File: config.mk
export PLATFORM = sky130hd
export DESIGN_NAME = milan_regfile
export DESIGN_NICKNAME = d
export VERILOG_FILES = /design/src/rtl/cpu16_pkg.sv /design/src/rtl/milan_scoreboard.sv /design/src/rtl/milan_regfile.sv
export SDC_FILE = /design/constraint.sdc
export NUM_CORES = 1
export LEC_CHECK = 0
export BUFFER_PORTS_ARGS = -buffer_cell sky130_fd_sc_hd__buf_2
export CAP_MARGIN = 25
export CORE_UTILIZATION = 56
export DETAILED_ROUTE_END_ITERATION = 10
export GPL_ROUTABILITY_DRIVEN = 0
export PLACE_DENSITY_LB_ADDON = 0.2
export SETUP_SLACK_MARGIN = 0.4
export SKIP_CTS_REPAIR_TIMING = 1
export SLEW_MARGIN = 25
export SYNTH_ARGS = -nofsm -noshare
export SYNTH_HDL_FRONTEND = slang
export SYNTH_SLANG_ARGS = --single-unit
File: constraint.sdc
create_clock -name clk -period 3.9 [get_ports clk]
set_input_delay 0.78 -clock clk [delete_from_list [all_inputs] [get_ports clk]]
set_output_delay 0.78 -clock clk [all_outputs]
set_load 0.05 [all_outputs]
File: src/rtl/cpu16_pkg.sv
// Shared types and sizes for the 16-bit CPU datapath.
package cpu16_pkg;

  localparam int XLEN      = 16;
  localparam int NREGS     = 16;
  localparam int REG_IDX_W = 4;

  typedef logic [REG_IDX_W-1:0] reg_idx_t;
  typedef logic [XLEN-1:0]      word_t;

  // One-hot mask selecting register idx within an NREGS-wide vector.
  function automatic logic [NREGS-1:0] idx_onehot(input reg_idx_t idx);
    logic [NREGS-1:0] one;
    one = {{(NREGS-1){1'b0}}, 1'b1};
    return one << idx;
  endfunction

endpackage

File: src/rtl/milan_scoreboard.sv
// Per-register busy scoreboard: set on accepted issue, cleared on writeback,
// and a combinational stall computed from the registered busy bits only.
module milan_scoreboard
  import cpu16_pkg::*;
#(
  parameter bit ZERO_X0 = 1'b1
) (
  input  logic             clk_i,
  input  logic             rst_i,
  input  logic             wr_en_i,
  input  reg_idx_t         wr_addr_i,
  input  logic             iss_en_i,
  input  logic             iss_rd_en_i,
  input  reg_idx_t         iss_rd_i,
  input  reg_idx_t         rs1_i,
  input  reg_idx_t         rs2_i,
  output logic             stall_o,
  output logic [NREGS-1:0] busy_o
);

  logic [NREGS-1:0] busy_q;
  logic [NREGS-1:0] busy_d;
  logic             rs_hit;
  logic             rd_hit;
  logic             stall;
  logic             accept;
  logic             set_ok;

  // Hazard detection and next busy state; a set is applied after the clear
  // so an issue that targets the register being written back keeps it busy.
  always_comb begin
    busy_d = busy_q;
    rs_hit = busy_q[rs1_i] | busy_q[rs2_i];
    rd_hit = iss_rd_en_i & busy_q[iss_rd_i];
    stall  = iss_en_i & (rs_hit | rd_hit);
    accept = iss_en_i & ~stall;
    set_ok = accept & iss_rd_en_i & ~(ZERO_X0 && (iss_rd_i == 4'd0));

    if (wr_en_i) begin
      busy_d = busy_d & ~idx_onehot(wr_addr_i);
    end else begin
      busy_d = busy_d;
    end

    if (set_ok) begin
      busy_d = busy_d | idx_onehot(iss_rd_i);
    end else begin
      busy_d = busy_d;
    end

    if (ZERO_X0) begin
      busy_d[0] = 1'b0;
    end else begin
      busy_d[0] = busy_d[0];
    end
  end

  // Busy flops with synchronous reset.
  always_ff @(posedge clk_i) begin
    if (rst_i) begin
      busy_q <= {NREGS{1'b0}};
    end else begin
      busy_q <= busy_d;
    end
  end

  assign stall_o = stall;
  assign busy_o  = busy_q;

endmodule

File: src/rtl/milan_regfile.sv
// 16 x 16-bit architectural register file with one writeback port and a
// busy scoreboard; every register is presented directly from its flop.
module milan_regfile
  import cpu16_pkg::*;
#(
  parameter bit    ZERO_X0   = 1'b1,
  parameter word_t RESET_VAL = 16'h0000
) (
  input  logic        clk,
  input  logic        rst,
  input  logic        wr_en,
  input  logic [3:0]  wr_addr,
  input  logic [15:0] wr_data,
  input  logic        iss_en,
  input  logic        iss_rd_en,
  input  logic [3:0]  iss_rd,
  input  logic [3:0]  rs1,
  input  logic [3:0]  rs2,
  output logic        stall,
  output logic [15:0] busy,
  output logic [15:0] x0,
  output logic [15:0] x1,
  output logic [15:0] x2,
  output logic [15:0] x3,
  output logic [15:0] x4,
  output logic [15:0] x5,
  output logic [15:0] x6,
  output logic [15:0] x7,
  output logic [15:0] x8,
  output logic [15:0] x9,
  output logic [15:0] x10,
  output logic [15:0] x11,
  output logic [15:0] x12,
  output logic [15:0] x13,
  output logic [15:0] x14,
  output logic [15:0] x15
);

  word_t regs_q [NREGS];
  word_t regs_d [NREGS];
  logic  wr_drop;

  milan_scoreboard #(
    .ZERO_X0 (ZERO_X0)
  ) u_scoreboard (
    .clk_i       (clk),
    .rst_i       (rst),
    .wr_en_i     (wr_en),
    .wr_addr_i   (wr_addr),
    .iss_en_i    (iss_en),
    .iss_rd_en_i (iss_rd_en),
    .iss_rd_i    (iss_rd),
    .rs1_i       (rs1),
    .rs2_i       (rs2),
    .stall_o     (stall),
    .busy_o      (busy)
  );

  // Writeback data path; writes to a hardwired-zero x0 are discarded.
  always_comb begin
    regs_d  = regs_q;
    wr_drop = ZERO_X0 && (wr_addr == 4'd0);
    if (wr_en && !wr_drop) begin
      regs_d[wr_addr] = wr_data;
    end else begin
      regs_d[wr_addr] = regs_q[wr_addr];
    end
  end

  // Register array; reset overrides any writeback in the same cycle.
  always_ff @(posedge clk) begin
    if (rst) begin
      for (int i = 0; i < NREGS; i++) begin
        regs_q[i] <= (ZERO_X0 && (i == 0)) ? 16'h0000 : RESET_VAL;
      end
    end else begin
      regs_q <= regs_d;
    end
  end

  assign x0  = regs_q[0];
  assign x1  = regs_q[1];
  assign x2  = regs_q[2];
  assign x3  = regs_q[3];
  assign x4  = regs_q[4];
  assign x5  = regs_q[5];
  assign x6  = regs_q[6];
  assign x7  = regs_q[7];
  assign x8  = regs_q[8];
  assign x9  = regs_q[9];
  assign x10 = regs_q[10];
  assign x11 = regs_q[11];
  assign x12 = regs_q[12];
  assign x13 = regs_q[13];
  assign x14 = regs_q[14];
  assign x15 = regs_q[15];

endmodule

==> qor.txt <==
ys flop type - dfxtp_1
Final Cycle Share - 82.1%
Hold Fails Final Rpt - 0
H-tree Lvls - 1
Port Buffers - 308
Metal-1 WL - 16100 µm
RSZ-0062 raised after global routing - no
CP Capture Type - output port
Syn Nets - 1443
Max VDD drop - 380 µV
Initial DRC Count - 1178
Hold Crit Class - reg -> reg
Core Util, Final - 70.1%
crit-path max FO - 5
Slowest cell on crit path - mux4_1
share of cells above drive strength 1 - 29.7%
via count of the routed design - 11621
Net Sw Power - 1.74 mW
WHS Endpoint - x7[11]
antenna violations before repair - 4
area grow syn2layout - 21.7%
Worst-path clk slew - 0.06 ns
#FFs+latches synth - 271
Hold Path Stages - 2
Post-synth EDFFs - 0
DRC Markers - 0
clock power share - 42.3%
CTS Buf Count - 28
Gate power share - 12.8%
fmax - 312 MHz
insertion delay to the later sink of the worst-skew pair - 0.54 ns
DP Wirelength - 27200 µm
Synth cell types - 48
PwrDens - 432 nW/µm²
Post-Synthesis Cells - 1406
Pleak - 6.20 nW
core area - 21200 µm²
global-route wire length before repair - 59900 µm
syn_area_per_cell - 8.69 µm²
Hold Startpoint - x7[11]
Post-Route WL - 39400 µm
die span in x - 150 µm
status - finished clean
Slew Limit Fails - 0
kind of critical path - in -> out
reg2reg start - u_scoreboard.busy_o[11]
crit path cell chain - buf_2 > mux4_1 > mux2i_1 > nand2_1 > a211oi_4 > a21boi_1 > buf_2
Max-Slew Margin vs Limit - 42.2%
Buf/Inv on CP - 2
Setup Skew - 0.0118 ns
Rows - 53
grt ovf - 0
RR Endpoint - u_scoreboard.busy_o[9]
Max Cap Viol - 0
crit-path most repeated cell - buf_2
Via density - 5.89
sequential share of power - 44.9%
DR top layer - met4
Critical Path Max Stage Delay - 0.58 ns
Layout Nets - 1713
Placed Cells - 1920
overall routing resource usage - 34.4%
Fin Setup TNS - 0 ns
die area - 22400 µm²
Top Family by Delay on Critical Path - multiplexers
Pwr Total - 6.43 mW
sequential area share after synthesis - 44.4%
antenna-violating nets left - 0
pin count of the biggest net entering global routing - 258
worst-margin pin slew - 0.868 ns
cell area after synthesis - 12200 µm²
die height - 150 µm
io pins - 310
Setup Viol. Count Final - 0
CTS sink cnt - 271
Internal - 4.70 mW
Met3 Wirelength - 4160 µm
reg-to-reg setup timing slack - 1.94 ns
Final Critical Period - 3.20 ns
Starting Density - 57.6%
switching share of total power - 27.0%
CTS tree - done
vias in the first global route - 10773
Non-Filler Instances - 1973
Initial DRT Pass Iterations - 7
ys async rst share - 0%
FF-to-FF path depth - 6
kind of start point of the critical path - input pin
CTS Buffer Depth - 3
Clock Tree Root - clkbuf_16
DR WL/cell - 20.0 µm
worst path arrival time - 2.42 ns
Ys Warns - 0
wire length on met2 - 18000 µm
critical path required time - 3.12 ns
==> cell usage after synthesis, types with 6 or more instances <==
master    count  area [µm²]
mux4_2       68        1530
clkbuf_1     53         199
nand3_1       7        35.0
a21o_2        6        52.6
inv_1         6        22.5
dfxtp_1     271        5430
buf_2        28         140
nor4_1        6        37.5
buf_6         8        90.1
a21oi_1     252        1260
nor2b_1      21         131
buf_4         7        52.6
nand2b_1      9        56.3
mux2i_1      38         380
nand2_1     511        1920
a21oi_2      26         228
and3_1        8        50.1
nor2_1       29         109
==> kinds of logic after synthesis <==
| family | share of synthesized area [%] |
|---|---|
| DFF | 44.4 |
| and+or+nand+nor | 20.4 |
| other | 0.0307 |
| muxes | 16.5 |
| buffers and inverters | 4.26 |
| AOI/OAI and AO/OA | 14.4 |
==> power groups by stage <==
stage	Combinational, mW	Clock, mW	Sequential [mW]
4_1_cts	0.812	2.74	2.89
3_3_place_gp	0.799	0	2.95
3_5_place_dp	0.810	0	2.95
2_1_floorplan	0.387	0	3.15
6_report	0.822	2.72	2.89
5_1_grt	0.869	2.85	2.89
==> cell usage in the layout, fill, tap and decap left out, drive strengths merged, types with 3 or more instances in the layout <==
master  count
mux4       71
and3        8
dfxtp     271
buf       339
mux2i      38
a21o        6
a31o        7
o211ai      3
a21oi     278
bufinv      3
nand2b      9
nand2     512
diode       4
nor2b      21
nor3        8
nand3       7
inv         6
nor2       34
nor4        6
clkbuf     44
==> worst max-delay path by stage <==
stage,startpoint,to,slack [ns],cells after the start
6_report,rs2[1],stall,0.70,7
5_1_grt,rs2[1],stall,0.68,7
4_1_cts,rs2[1],stall,0.71,7
3_5_place_dp,rs2[1],stall,0.72,7
3_3_place_gp,wr_addr[2],u_scoreboard.busy_o[14],0.85,6
2_1_floorplan,rs1[1],stall,0.62,6
==> per-layer routing <==
layer	global-route usage, %	vias up
li1	-	5351
met1	47.2	5544
met2	53.5	654
met3	6.59	72
met4	13.5	0
met5	0	-
==> tightest hold or removal path, cell delays in order (launching register included) <==
cell	delay, ns
dfxtp_1	0.31
nand2_1	0.05
a21oi_1	0.05
==> through the flow <==
stage	area [µm²]	setup WS [ns]	hold WS, ns
after floorplan	12200	0.623	0.679
after global placement	13900	0.849	0.451
after detailed placement	13900	0.724	0.459
after CTS	14800	0.715	0.468
after global routing	14900	0.680	0.482
final	14900	0.696	0.461
==> cell type report <==
cell class | count | area [µm²]
Antenna cell | 4 | 10.0
Clock buffer | 43 | 828
Clock inverter | 5 | 105
Fill cell | 1735 | 6350
Inverter | 6 | 22.5
Multi-Input combinational cell | 1029 | 6300
Sequential cell | 271 | 5430
Tap cell | 275 | 344
Timing Repair Buffer | 340 | 1840
(Power assumes the default switching activity.)
